**src/rtl/pwm_pkg.sv**
```systemverilog
// pwm_pkg: shared register map, CTRL bit positions and the offset decoder
// used by the PWM bank and its channels.
package pwm_pkg;

  // Per-channel register offsets inside a 16-byte channel window
  localparam logic [3:0] OFF_CTRL   = 4'h0;
  localparam logic [3:0] OFF_PERIOD = 4'h4;
  localparam logic [3:0] OFF_DUTY   = 4'h8;
  localparam logic [3:0] OFF_RSVD   = 4'hC;

  // CTRL bit indices
  localparam int CTRL_EN  = 0;
  localparam int CTRL_POL = 1;

  // Global registers live in the top page
  localparam logic [7:0] ADR_STATUS   = 8'hF0;
  localparam logic [7:0] ADR_IRQ_MASK = 8'hF4;

  typedef enum logic [1:0] {
    SEL_CTRL,
    SEL_PERIOD,
    SEL_DUTY,
    SEL_NONE
  } reg_sel_e;

  // Map the low address nibble to a channel register; anything else is a hole
  function automatic reg_sel_e decode_off(input logic [3:0] off);
    reg_sel_e sel;
    case (off)
      OFF_CTRL:   sel = SEL_CTRL;
      OFF_PERIOD: sel = SEL_PERIOD;
      OFF_DUTY:   sel = SEL_DUTY;
      default:    sel = SEL_NONE;
    endcase
    return sel;
  endfunction

endpackage

```
**src/rtl/pwm_channel.sv**
```systemverilog
// pwm_channel: one PWM channel -- CTRL, pending/active PERIOD and DUTY,
// free-running counter and the registered, polarity-adjusted output.
module pwm_channel
  import pwm_pkg::*;
#(
  parameter int CW         = 8,
  parameter int DEF_PERIOD = 200
) (
  input  logic          clk,
  input  logic          rst,
  input  logic          i_wr_ctrl,
  input  logic          i_wr_period,
  input  logic          i_wr_duty,
  input  logic [CW-1:0] i_wdata,
  output logic          o_en,
  output logic          o_pol,
  output logic [CW-1:0] o_period,
  output logic [CW-1:0] o_duty,
  output logic          o_wrap,
  output logic          o_pwm
);

  localparam logic [CW-1:0] RST_PERIOD = CW'(DEF_PERIOD);

  logic          r_en, r_pol, r_pwm;
  logic [CW-1:0] r_per_pend, r_duty_pend;
  logic [CW-1:0] r_per_act, r_duty_act;
  logic [CW-1:0] r_cnt;
  logic          w_wrap, w_load, w_raw;

  // A disabled channel tracks its pending values every cycle so that the
  // first enabled cycle already runs with them; an enabled one only swaps
  // at the wrap so a period is never cut short or mixed.
  assign w_wrap = r_en && (r_cnt == r_per_act);
  assign w_load = !r_en || w_wrap;
  assign w_raw  = r_en && (r_cnt < r_duty_act);

  // CTRL register
  always_ff @(posedge clk or negedge rst) begin
    if (!rst) begin
      r_en  <= 1'b0;
      r_pol <= 1'b0;
    end else if (i_wr_ctrl) begin
      r_en  <= i_wdata[CTRL_EN];
      r_pol <= i_wdata[CTRL_POL];
    end
  end

  // Pending (software-visible) PERIOD/DUTY
  always_ff @(posedge clk or negedge rst) begin
    if (!rst) begin
      r_per_pend  <= RST_PERIOD;
      r_duty_pend <= '0;
    end else begin
      if (i_wr_period) r_per_pend  <= i_wdata;
      if (i_wr_duty)   r_duty_pend <= i_wdata;
    end
  end

  // Active PERIOD/DUTY, shadow-loaded from the pending copies
  always_ff @(posedge clk or negedge rst) begin
    if (!rst) begin
      r_per_act  <= RST_PERIOD;
      r_duty_act <= '0;
    end else if (w_load) begin
      r_per_act  <= r_per_pend;
      r_duty_act <= r_duty_pend;
    end
  end

  // Counter: held at 0 while disabled, 0..PERIOD while enabled
  always_ff @(posedge clk or negedge rst) begin
    if (!rst)                r_cnt <= '0;
    else if (w_load)         r_cnt <= '0;
    else                     r_cnt <= r_cnt + 1'b1;
  end

  // Registered output; idle level equals POL because raw is low when disabled
  always_ff @(posedge clk or negedge rst) begin
    if (!rst) r_pwm <= 1'b0;
    else      r_pwm <= w_raw ^ r_pol;
  end

  assign o_en     = r_en;
  assign o_pol    = r_pol;
  assign o_period = r_per_pend;
  assign o_duty   = r_duty_pend;
  assign o_wrap   = w_wrap;
  assign o_pwm    = r_pwm;

endmodule

```
**src/rtl/pwm_bank.sv**
```systemverilog
// pwm_bank: NCH PWM channels behind a byte-addressed register bus with
// registered read data. Optional wrap-status/interrupt block is built only
// when PWM_IRQ_EN is defined; otherwise STATUS/IRQ_MASK read 0 and irq is 0.
module pwm_bank
  import pwm_pkg::*;
#(
  parameter int NCH        = 8,
  parameter int CW         = 8,
  parameter int DEF_PERIOD = 200
) (
  input  logic           clk,
  input  logic           rst,
  input  logic           rd,
  input  logic           wr,
  input  logic [7:0]     adrs,
  input  logic [CW-1:0]  din,
  output logic [CW-1:0]  dout,
  output logic [NCH-1:0] pwmo,
  output logic           irq
);

  reg_sel_e                 w_sel;
  logic [NCH-1:0]           w_hit;
  logic [NCH-1:0]           w_en, w_pol, w_wrap, w_pwm;
  logic [NCH-1:0][CW-1:0]   w_per, w_duty;
  logic [NCH-1:0]           w_status, w_mask;
  logic [CW-1:0]            w_rdata;
  logic [CW-1:0]            r_dout;

  assign w_sel = decode_off(adrs[3:0]);

  for (genvar n = 0; n < NCH; n++) begin : g_ch
    assign w_hit[n] = (adrs[7:4] == 4'(n));

    pwm_channel #(
      .CW         (CW),
      .DEF_PERIOD (DEF_PERIOD)
    ) u_ch (
      .clk         (clk),
      .rst         (rst),
      .i_wr_ctrl   (wr && w_hit[n] && (w_sel == SEL_CTRL)),
      .i_wr_period (wr && w_hit[n] && (w_sel == SEL_PERIOD)),
      .i_wr_duty   (wr && w_hit[n] && (w_sel == SEL_DUTY)),
      .i_wdata     (din),
      .o_en        (w_en[n]),
      .o_pol       (w_pol[n]),
      .o_period    (w_per[n]),
      .o_duty      (w_duty[n]),
      .o_wrap      (w_wrap[n]),
      .o_pwm       (w_pwm[n])
    );
  end

`ifdef PWM_IRQ_EN
  logic [NCH-1:0] r_status, r_mask, w_clr;
  logic           r_irq;

  assign w_clr = (wr && (adrs == ADR_STATUS)) ? din[NCH-1:0] : '0;

  // Wrap flags: W1C, but a wrap in the same cycle keeps the bit set
  always_ff @(posedge clk or negedge rst) begin
    if (!rst) r_status <= '0;
    else      r_status <= (r_status & ~w_clr) | w_wrap;
  end

  // Interrupt mask
  always_ff @(posedge clk or negedge rst) begin
    if (!rst)                             r_mask <= '0;
    else if (wr && (adrs == ADR_IRQ_MASK)) r_mask <= din[NCH-1:0];
  end

  // Registered interrupt from the already-registered status
  always_ff @(posedge clk or negedge rst) begin
    if (!rst) r_irq <= 1'b0;
    else      r_irq <= |(r_status & r_mask);
  end

  assign w_status = r_status;
  assign w_mask   = r_mask;
  assign irq      = r_irq;
`else
  logic w_unused_wrap;
  assign w_unused_wrap = |w_wrap;
  assign w_status      = '0;
  assign w_mask        = '0;
  assign irq           = 1'b0;
`endif

  // Read mux; sees pre-write register values, so rd+wr to one address
  // returns the old contents
  always_comb begin
    w_rdata = '0;
    for (int n = 0; n < NCH; n++) begin
      if (w_hit[n]) begin
        case (w_sel)
          SEL_CTRL: begin
            w_rdata[CTRL_EN]  = w_en[n];
            w_rdata[CTRL_POL] = w_pol[n];
          end
          SEL_PERIOD: w_rdata = w_per[n];
          SEL_DUTY:   w_rdata = w_duty[n];
          default:    w_rdata = '0;
        endcase
      end
    end
    if (adrs == ADR_STATUS)   w_rdata = CW'(w_status);
    if (adrs == ADR_IRQ_MASK) w_rdata = CW'(w_mask);
  end

  // Read data register, held between reads
  always_ff @(posedge clk or negedge rst) begin
    if (!rst)    r_dout <= '0;
    else if (rd) r_dout <= w_rdata;
  end

  assign dout = r_dout;
  assign pwmo = w_pwm;

endmodule
```
**config.mk**
```make
export PLATFORM = sky130hd
export DESIGN_NAME = pwm_bank
export DESIGN_NICKNAME = d
export VERILOG_FILES = /design/src/rtl/pwm_pkg.sv /design/src/rtl/pwm_channel.sv /design/src/rtl/pwm_bank.sv
export SDC_FILE = /design/constraint.sdc
export NUM_CORES = 1
export LEC_CHECK = 0
export CAP_MARGIN = 25
export CORE_ASPECT_RATIO = 0.9
export CORE_MARGIN = 10
export CORE_UTILIZATION = 61
export CTS_BUF_LIST = sky130_fd_sc_hd__clkbuf_8
export DETAILED_ROUTE_END_ITERATION = 7
export PLACE_DENSITY_LB_ADDON = 0.2
export SLEW_MARGIN = 20
export SYNTH_ARGS = -nofsm -noshare
export SYNTH_HDL_FRONTEND = slang
export SYNTH_SLANG_ARGS = --single-unit
```
**constraint.sdc**
```tcl
create_clock -name clk -period 4 [get_ports clk]
set_clock_uncertainty 0.15 [all_clocks]
set_input_delay 0.4 -clock clk [delete_from_list [all_inputs] [get_ports clk]]
set_output_delay 0.4 -clock clk [all_outputs]
set_load 0.005 [all_outputs]
```
==> impl_metrics.tcl, run 1 <==
set metrics [dict create \
    ys_seq_area_frac 0.527 \
    synthArstFlopShare 1.00 \
    io_pins 37 \
    synthTopCellsByArea "dfrtp_1 (45%), mux2_2 (14%), dfstp_2 (7.5%)" \
    multiInputGateArea_um2 7460 \
    reg2reg_from "g_ch[1].u_ch.r_cnt[2]" \
    wl_per_cell_um 21.8 \
    drive_above_1_share 0.265 \
    min_period_ns 2.75 \
    status "complete, but fails checks" \
    power_frac_comb 0.087 \
    p_per_area_nw_per_um2 407 \
    arrival_ns 3.13 \
    use_met2 0.368 \
    insertedDiodeCount 0 \
    cts-root-buf "clkbuf_8" \
    post-route-period-util 0.688 \
    cts_tree "built" \
    yosys_warnings 0 \
    p_int_uw 5690 \
    finalHoldViolCount 0 \
    area_growth_pct 11.4 \
    vias 11525 \
    slew_headroom 0.341 \
    crit_path_end_kind "flop" \
    hpwl_um 28400 \
    fp.dieH_um 178 \
    grt_antenna_before_repair 1 \
    crit_path_start_kind "input port" \
    path_clk_slew_ns 0.06 \
    yosysUniqueCellTypes 58 \
    clockPowerShare 0.402 \
    drtIter0Drc 1111 \
    vias_per_cell 6.12 \
    clock_path_buffers 3 \
    n_fill_cell 1986 \
    syn_nets 1514 \
    slew_violations 0 \
    p_seq_frac 0.511 \
    insertion_delay_ns 0.60 \
    seq_area_um2 8870 \
    grt_pass1_vias 11799 \
    ys.flop_type "dfrtp_1" \
    p_switching_uw 1950 \
    violations "design-rule violations" \
    ys_seq_elements 352 \
    grtUsageMet3 0.0534 \
    yosysTopAreaCell "dfrtp_1" \
    path_class "in -> reg" \
    grt_pass1_wl_um 66400 \
    core_area_um2 27100 \
    track_usage 0.238 \
    rsz0062_at_grt "no" \
    worst_pin_slew_ns 0.985 \
    syn_inst 1427 \
    gp_congestion 0.957 \
    wl_um 41100 \
    ir_drop_mv 0.235 \
    io_buffers 35 \
    die_w_um 195 \
    die_area_um2 34700 \
    cap_violations 0 \
    final_common_cell "dfrtp_1" \
    p_leak_uw 0.00830 \
    place_area_um2 17600 \
    grt_max_degree 113 \
    setup_viol_count_final 0 \
    cp-startpoint "adrs[1]" \
    synth-edff-count 0 \
    fin_tns_setup_ns 0 \
    layout_common_cells "dfrtp_1 (304), mux2_2 (216), inv_1 (93)" \
    placementRows 57 \
    syn_area_um2 16800 \
    cts_setup_buffers 0 \
    cts.sinks 352 \
    min_path_type "in -> async" \
    cp_max_fo 29 \
    numCtsBuffers 55 \
    grt_most_used_layer "met2" \
    netSwitchingFraction 0.256 \
    htree_levels 2 \
    start_util 0.621 \
    drc 5 \
    first_pass_iters 8 \
    critPathRequiredTime_ns 4.37 \
    synth_top_area_frac 0.452 \
    ant_nets 0 \
    fmaxAchievable_mhz 363 \
    grt_overflow 0 \
    gr-usage-met1 0.326 \
    syn_area_per_cell_um2 11.8 \
    stdcell_area_um2 18800 \
    final_nets 1568 \
]
==> final cells by class <==
cell class	count	share of cell area
sequential	352	0.472
inverter	67	0.0134
multi-input combinational	942	0.397
tap	354	0.0236
timing repair buffer	63	0.0329
clock buffer	67	0.0491
clock inverter	37	0.0113
==> synth_stat cells (18+ instances only) <==
| cell type | number |
|---|---|
| dfstp_2 | 48 |
| nor2_1 | 80 |
| inv_1 | 66 |
| xor2_1 | 39 |
| o21ai_0 | 62 |
| o22ai_1 | 20 |
| nand2_1 | 74 |
| mux2_2 | 216 |
| clkbuf_1 | 40 |
| nand3_1 | 45 |
| a22oi_1 | 54 |
| xnor2_1 | 82 |
| dfrtp_1 | 304 |
| nand2b_1 | 18 |
| ha_1 | 67 |
==> cell families (layout without fill, tap and decap cells) <==
kind of cell / Yosys count / after routing / synth area share
compound gates: 237 / 237 / 0.0967
xor+xnor: 121 / 121 / 0.0629
fa+ha+maj: 67 / 67 / 0.0498
buf+inv: 133 / 234 / 0.0328
flops: 352 / 352 / 0.527
mux: 218 / 218 / 0.146
other cells: 1 / 1 / 0.000223
simple gates: 298 / 298 / 0.0855
==> power groups by stage <==
stage	Clock [uW]	Sequential (uW)	Combinational, uW
after floorplan	0	3890	423
after global placement	0	3960	642
after detailed placement	0	3960	662
after CTS	3120	3900	668
after global routing	3280	3920	738
final	3070	3900	666
==> state kept, by name (all words and copies together), names as in the netlist <==
name / flops
g_ch.u_ch.o_duty: 64
g_ch.u_ch.o_period: 64
g_ch.u_ch.r_cnt: 64
g_ch.u_ch.r_duty_act: 64
g_ch.u_ch.r_per_act: 64
dout: 8
g_ch.u_ch.o_en: 8
g_ch.u_ch.o_pol: 8
g_ch.u_ch.o_pwm: 8
==> stage by stage <==
stage	cells	total power [uW]	setup slack (ns)	hold slack, ns	utilization
detailed placement	1776	4620	0.751	0.352	0.650
CTS	1881	7690	1.37	0.339	0.692
floorplan	1427	4310	1.51	-0.0456	-
global route	1882	7940	1.13	0.362	0.693
finish	1882	7640	1.25	0.311	0.693
global placement	1775	4600	0.870	0.345	0.649
==> critical path, stage by stage <==
cell and delay [ns]:
clkdlybuf4s50_1 0.46, nor2_1 0.26, nand3b_1 0.19, inv_1 0.09
ha_2 0.40, buf_4 0.37, a22oi_1 0.16, o211ai_1 0.19
nor3_1 0.09, nor4_1 0.33, a2bb2oi_1 0.18
==> timing repair <==
| item | 4_1_cts | 5_1_grt |
|---|---|---|
| hold buffers | 1 | 0 |
| endpoints found under the setup margin | 0 | 0 |
| endpoints found under the hold margin | 91 | 0 |
| gates resized for setup | 0 | 0 |
==> metal layers <==
layer  wire (um)  vias up
li1            -     5181
met1       18200     5842
met2       18800      405
met3        2930       95
met4        1090        2
met5          18        -
==> final timing paths <==
check | depth (start not counted) | to | slack, ns
max in group asynchronous | 3 | g_ch[2].u_ch.r_per_act[3] | 2.36
min in group clk | 1 | g_ch[6].u_ch.r_duty_act[0] | 0.36
min | 2 | g_ch[6].u_ch.r_duty_act[5] | 0.31
min reg2reg | 1 | g_ch[6].u_ch.r_duty_act[0] | 0.36
max reg2reg | 5 | g_ch[1].u_ch.r_per_act[5] | 1.57
max | 11 | dout[1] | 1.25
Note: power is estimated with default switching activity, not from simulation.
==> inputs of run 2 (changes only) <==
CORE_UTILIZATION = 58   (was 61)
clock period = 2.2 ns   (was 4 ns; I/O delays follow)
==> run 2 against run 1 <==
Against the previous run:
- critical path type is now reg -> reg
- combinational power grew 100%
- cell area grew 6.1%
- via count increased by 1.4%
- die area up 4.6%
- clock power grew 93%
- largest power group unchanged
- the run now ends clean
- routed wire length grew 1.2%
- register-to-register slack lost 1.5 ns
- cell count grew 5.8%
==> impl_metrics.tcl, run 2 (same netlist as run 1, synthesis figures left out) <==
set metrics [dict create \
    seq_area_um2 8870 \
    dr_wl_met2_um 19400 \
    min_path_type "in -> async" \
    post-route-period-util 0.959 \
    crit_slowest_cell "dfrtp_1" \
    die_w_um 200 \
    final_common_cell "dfrtp_1" \
    ir_drop_mv 0.576 \
    io_pins 37 \
    vias 11685 \
    core_area_um2 28800 \
    layout_common_cells "dfrtp_1 (304), mux2_2 (216), buf_4 (102)" \
    grt_antenna_before_repair 0 \
    netSwitchingFraction 0.248 \
    cp_max_fo 3 \
    stdcell_area_um2 19900 \
    slew_headroom 0.627 \
    r2r_slack_ns 0.09 \
    wl_per_cell_um 20.9 \
    path_cells "ha_1 -> nand2b_1 -> a2111o_1 -> a211oi_2 -> nor3_1 -> xnor2_1" \
    track_usage 0.233 \
    critPathTopFamily "compound AO/OA/AOI/OAI gates" \
    slew_violations 0 \
    p_switching_uw 3560 \
    path_clk_slew_ns 0.07 \
    crit_path_start_kind "flop" \
    p_per_area_nw_per_um2 723 \
    start_util 0.585 \
    placementRows 59 \
    power_frac_comb 0.094 \
    io_buffers 35 \
    grt_max_degree 61 \
    wl_um 41500 \
    rsz0062_at_grt "no" \
    numCtsBuffers 55 \
    status "complete, no violations" \
    wl_met1_um 18600 \
    p_leak_uw 0.00891 \
    drtIter0Drc 994 \
    drive_above_1_share 0.319 \
    r2r-end "g_ch[0].u_ch.o_pwm" \
    top_layer "met4" \
    cts_tree "built" \
    fp.dieH_um 182 \
    place_area_um2 18600 \
    ant_nets 0 \
    gp_congestion 0.953 \
    p_seq_frac 0.493 \
    min_period_ns 2.11 \
    cap_violations 0 \
    crit_path_end_kind "flop" \
    arrival_ns 2.43 \
    drc 0 \
    grt_pass1_vias 11900 \
    critPathBufInv 0 \
    n_fill_cell 2103 \
    finalHoldViolCount 0 \
    path_class "reg -> reg" \
    reg2reg_depth 6 \
    fmaxAchievable_mhz 474 \
    htree_levels 2 \
    crit_path_max_incr_delay_ns 0.43 \
    grt_overflow 0 \
    clockPowerShare 0.413 \
    route.met3.wl_um 2820 \
    reg2reg_from "g_ch[0].u_ch.r_cnt[7]" \
    fin_tns_setup_ns 0 \
    hpwl_um 29500 \
    setup_viol_count_final 0 \
    critPathRequiredTime_ns 2.52 \
    grt_pass1_wl_um 67000 \
    die_area_um2 36300 \
    cts-root-buf "clkbuf_8" \
    multiInputGateArea_um2 7550 \
    worst_pin_slew_ns 0.559 \
    insertion_delay_ns 0.61 \
    first_pass_iters 5 \
    p_int_uw 10800 \
    vias_per_cell 5.87 \
    insertedDiodeCount 0 \
    cts.sinks 352 \
    final_nets 1665 \
    area_growth_pct 18.3 \
    clock_path_buffers 3 \
]
-- run 2: what timing repair did --
| action | CTS | global route |
|---|---|---|
| setup buffers | 1 | 2 |
| setup endpoints to repair | 72 | 78 |
| pin swaps | 4 | 5 |
| hold buffers | 1 | 0 |
| gates resized for setup | 3 | 12 |
| hold endpoints to repair | 307 | 0 |
-- run 2: layer usage --
| metal | global-route usage | up-vias |
|---|---|---|
| li1 | - | 5386 |
| met1 | 0.329 | 5879 |
| met2 | 0.361 | 357 |
| met3 | 0.0495 | 63 |
| met4 | 0.0578 | 0 |
| met5 | 0 | - |
-- run 2: layout make-up --
type	count	share of cell area
Clock buffer	71	0.0491
Sequential cell	352	0.445
Timing Repair Buffer	160	0.0785
Tap cell	366	0.0230
Multi-Input combinational cell	942	0.379
Inverter	67	0.0126
Clock inverter	33	0.0124
-- run 2: how the worst max path moves through the flow --
stage                                from                        to  slack [ns]  cells past startpoint
floorplan                         adrs[1]  g_ch[1].u_ch.o_period[0]       -0.04                      8
global placement                  adrs[1]                   dout[7]       -0.78                     11
detailed placement                adrs[1]                   dout[5]       -0.83                     11
CTS                               adrs[0]                   dout[7]        0.01                     12
global route        g_ch[0].u_ch.r_cnt[7]        g_ch[0].u_ch.o_pwm        0.03                      6
finish              g_ch[0].u_ch.r_cnt[7]        g_ch[0].u_ch.o_pwm        0.09                      6
-- run 2: power groups by stage --
stage / sequential [uW] / clock (uW) / combinational [uW]
after floorplan: 7070 / 0 / 772
after global placement: 7200 / 0 / 1300
after detailed placement: 7210 / 0 / 1340
after CTS: 7090 / 6050 / 1350
after global routing: 7130 / 6390 / 1490
final: 7100 / 5940 / 1350
-- run 2: worst reg2reg max path: stages, from the launching register on --
cell	delay [ns]
dfrtp_1	0.43
ha_1	0.22
nand2b_1	0.16
a2111o_1	0.43
a211oi_2	0.20
nor3_1	0.08
xnor2_1	0.31
-- run 2: stage by stage --
step	utilization	setup WS [ns]	std cells	power, uW	hold slack [ns]
floorplan	-	-0.0401	1427	7840	-0.226
global placement	0.646	-0.778	1883	8500	0.0685
detailed placement	0.646	-0.828	1883	8540	0.0676
CTS	0.690	0.0108	1989	14500	0.0237
global route	0.692	0.0348	1991	15000	0.0465
finish	0.692	0.0901	1991	14400	0.0335
==> inputs of run 3 (changes only) <==
SYNTH_HIERARCHICAL = 1   (was unset)
==> run 3 against run 2 <==
Against the previous run:
- count of clock-buffer cells in the layout down 4
- largest power group unchanged
- sequential share of layout area fell by 1.0 points
- highest routed layer unchanged
- utilization up 0.70 points
- cell count shrank 0.10%
- clock power shrank 6.6%
- critical endpoint is now dout[7]
- largest cell class unchanged
- global-route usage fell by 0.62 points
- critical path depth is 6 higher
- die area up 2.3%
- worst hold slack improved by 0.12 ns
==> impl_metrics.tcl, run 3 <==
set metrics [dict create \
    status "complete, no violations" \
    path_class "in -> reg" \
    cp_max_fo 26 \
    slew_violations 0 \
    p_leak_uw 0.00985 \
    placementRows 59 \
    gp_congestion 0.941 \
    arrival_ns 2.45 \
    syn_area_per_cell_um2 12.4 \
    hpwl_um 29800 \
    min_period_ns 2.12 \
    cts_tree "built" \
    drtIter0Drc 749 \
    grt_overflow 0 \
    p_switching_uw 6800 \
    place_area_um2 19200 \
    fp.dieH_um 184 \
    place_inst 1881 \
    finalHoldViolCount 0 \
    cts.sinks 352 \
    stdcell_area_um2 20400 \
    grt_pass1_wl_um 67400 \
    p_per_area_nw_per_um2 1030 \
    p_int_uw 14100 \
    final_nets 1633 \
    syn_area_um2 17300 \
    p_seq_frac 0.400 \
    cap_violations 0 \
    instances_no_fill 1989 \
    min_path_type "in -> async" \
    setup_viol_count_final 0 \
    path_clk_slew_ns 0.06 \
    drc 0 \
    die_w_um 202 \
    pre_cts_slack_ns -0.860 \
    final_common_cell "dfrtp_1" \
    grt_pass1_vias 11959 \
    numCtsBuffers 56 \
    crit_path_start_kind "input port" \
    fmaxAchievable_mhz 472 \
    ant_nets 0 \
    power_frac_comb 0.334 \
    netSwitchingFraction 0.326 \
    yosys_warnings 6 \
    syn_nets 1478 \
    route.met3.wl_um 2300 \
    cts-root-buf "clkbuf_8" \
    first_pass_iters 8 \
    top_layer "met4" \
    grt_max_degree 69 \
    area_growth_pct 17.9 \
    drive_above_1_share 0.369 \
    setup_slack_ns 0.0794 \
    wl_per_cell_um 21.2 \
    insertion_delay_ns 0.61 \
    track_usage 0.227 \
    io_pins 37 \
    wl_met1_um 20100 \
    layout_common_cells "dfrtp_1 (304), mux2_2 (177), buf_4 (105)" \
    vias 11469 \
    io_buffers 35 \
    wl_um 42100 \
    clock_path_buffers 3 \
    dr_wl_met2_um 18800 \
    ir_drop_mv 0.987 \
    core_area_um2 29200 \
    critPathRequiredTime_ns 2.53 \
    post-route-period-util 0.964 \
    htree_levels 2 \
    start_util 0.593 \
    grt_antenna_before_repair 1 \
    syn_inst 1391 \
    clockPowerShare 0.265 \
    crit_path_end_kind "flop" \
    n_fill_cell 2077 \
    vias_per_cell 5.77 \
    die_area_um2 37100 \
]
[run 3: cell types whose count changed in the layout (fill, tap and decap cells not counted), sizes merged, moves of 19 or more]
cell,previous run,this run
xor2,39,104
nand3,49,26
inv,87,106
mux2,216,264
xnor2,82,17
o21ai,72,21
nand2,75,51
[run 3: routing by layer]
layer / vias to the layer above / GRT usage
met1: 5858 / 0.327
met3: 68 / 0.0416
li1: 5256 / -
met2: 287 / 0.343
met4: 0 / 0.0676
met5: - / 0
[run 3: path summary, 6_finish.rpt]
check	from	endpoint	slack [ns]	cells after the start
worst max-delay path	adrs[0]	dout[7]	0.08	12
max in group asynchronous	rst	g_ch[4].u_ch/r_per_act[7]	1.25	3
min in group clk	adrs[1]	dout[2]	0.18	5
worst min register to register	g_ch[4].u_ch/r_duty_act[4]	g_ch[4].u_ch/r_duty_act[4]	0.36	1
worst max register to register	g_ch[0].u_ch/r_cnt[0]	g_ch[0].u_ch/r_duty_act[7]	0.09	6
worst min-delay path	rst	g_ch[5].u_ch/r_per_act[7]	0.15	2
[run 3: final cells by class]
cell class | instances | area [um2] | share of cell area
antenna | 1 | 2.50 | 0.000123
clock buffer | 67 | 922 | 0.0453
clock inverter | 37 | 204 | 0.0100
inverter | 77 | 292 | 0.0143
multi-input combinational | 902 | 8140 | 0.399
sequential | 352 | 8870 | 0.435
tap | 396 | 495 | 0.0243
timing repair buffer | 157 | 1460 | 0.0715
[run 3: repair_timing]
item | CTS | global route
pin swaps | 2 | 2
endpoints found under the setup margin | 50 | 10
resized for setup | 4 | 8
hold buffers | 2 | 0
setup buffers | 1 | 0
endpoints found under the hold margin | 323 | 0
[run 3: per-stage QoR]
stage          utilization  hold slack, ns  setup TNS (ns)  total power [uW]
6_report             0.699           0.151               0             20900
5_1_grt              0.699           0.143        -0.00476             22000
4_1_cts              0.697           0.125               0             21000
3_5_place_dp         0.658         0.00945          -89.07             15400
3_3_place_gp         0.658          0.0133          -82.48             15100
2_1_floorplan            -          -0.226          -17.13             13600
[run 3: critical path, stage by stage]
cell	delay, ns
dlygate4sd2_1	0.31
nor3_2	0.19
and2_4	0.18
inv_4	0.05
ha_4	0.18
buf_12	0.16
buf_12	0.15
a22oi_1	0.29
o22ai_1	0.14
or3_1	0.36
a21oi_1	0.13
o22ai_1	0.07
[run 3: power groups by stage]
| stage | logic, uW | registers (uW) | clock network [uW] |
|---|---|---|---|
| global route | 7610 | 8480 | 5920 |
| finish | 6980 | 8360 | 5550 |
| global placement | 6740 | 8410 | 0 |
| CTS | 6960 | 8350 | 5650 |
| detailed placement | 6920 | 8450 | 0 |
| floorplan | 5330 | 8230 | 0 |
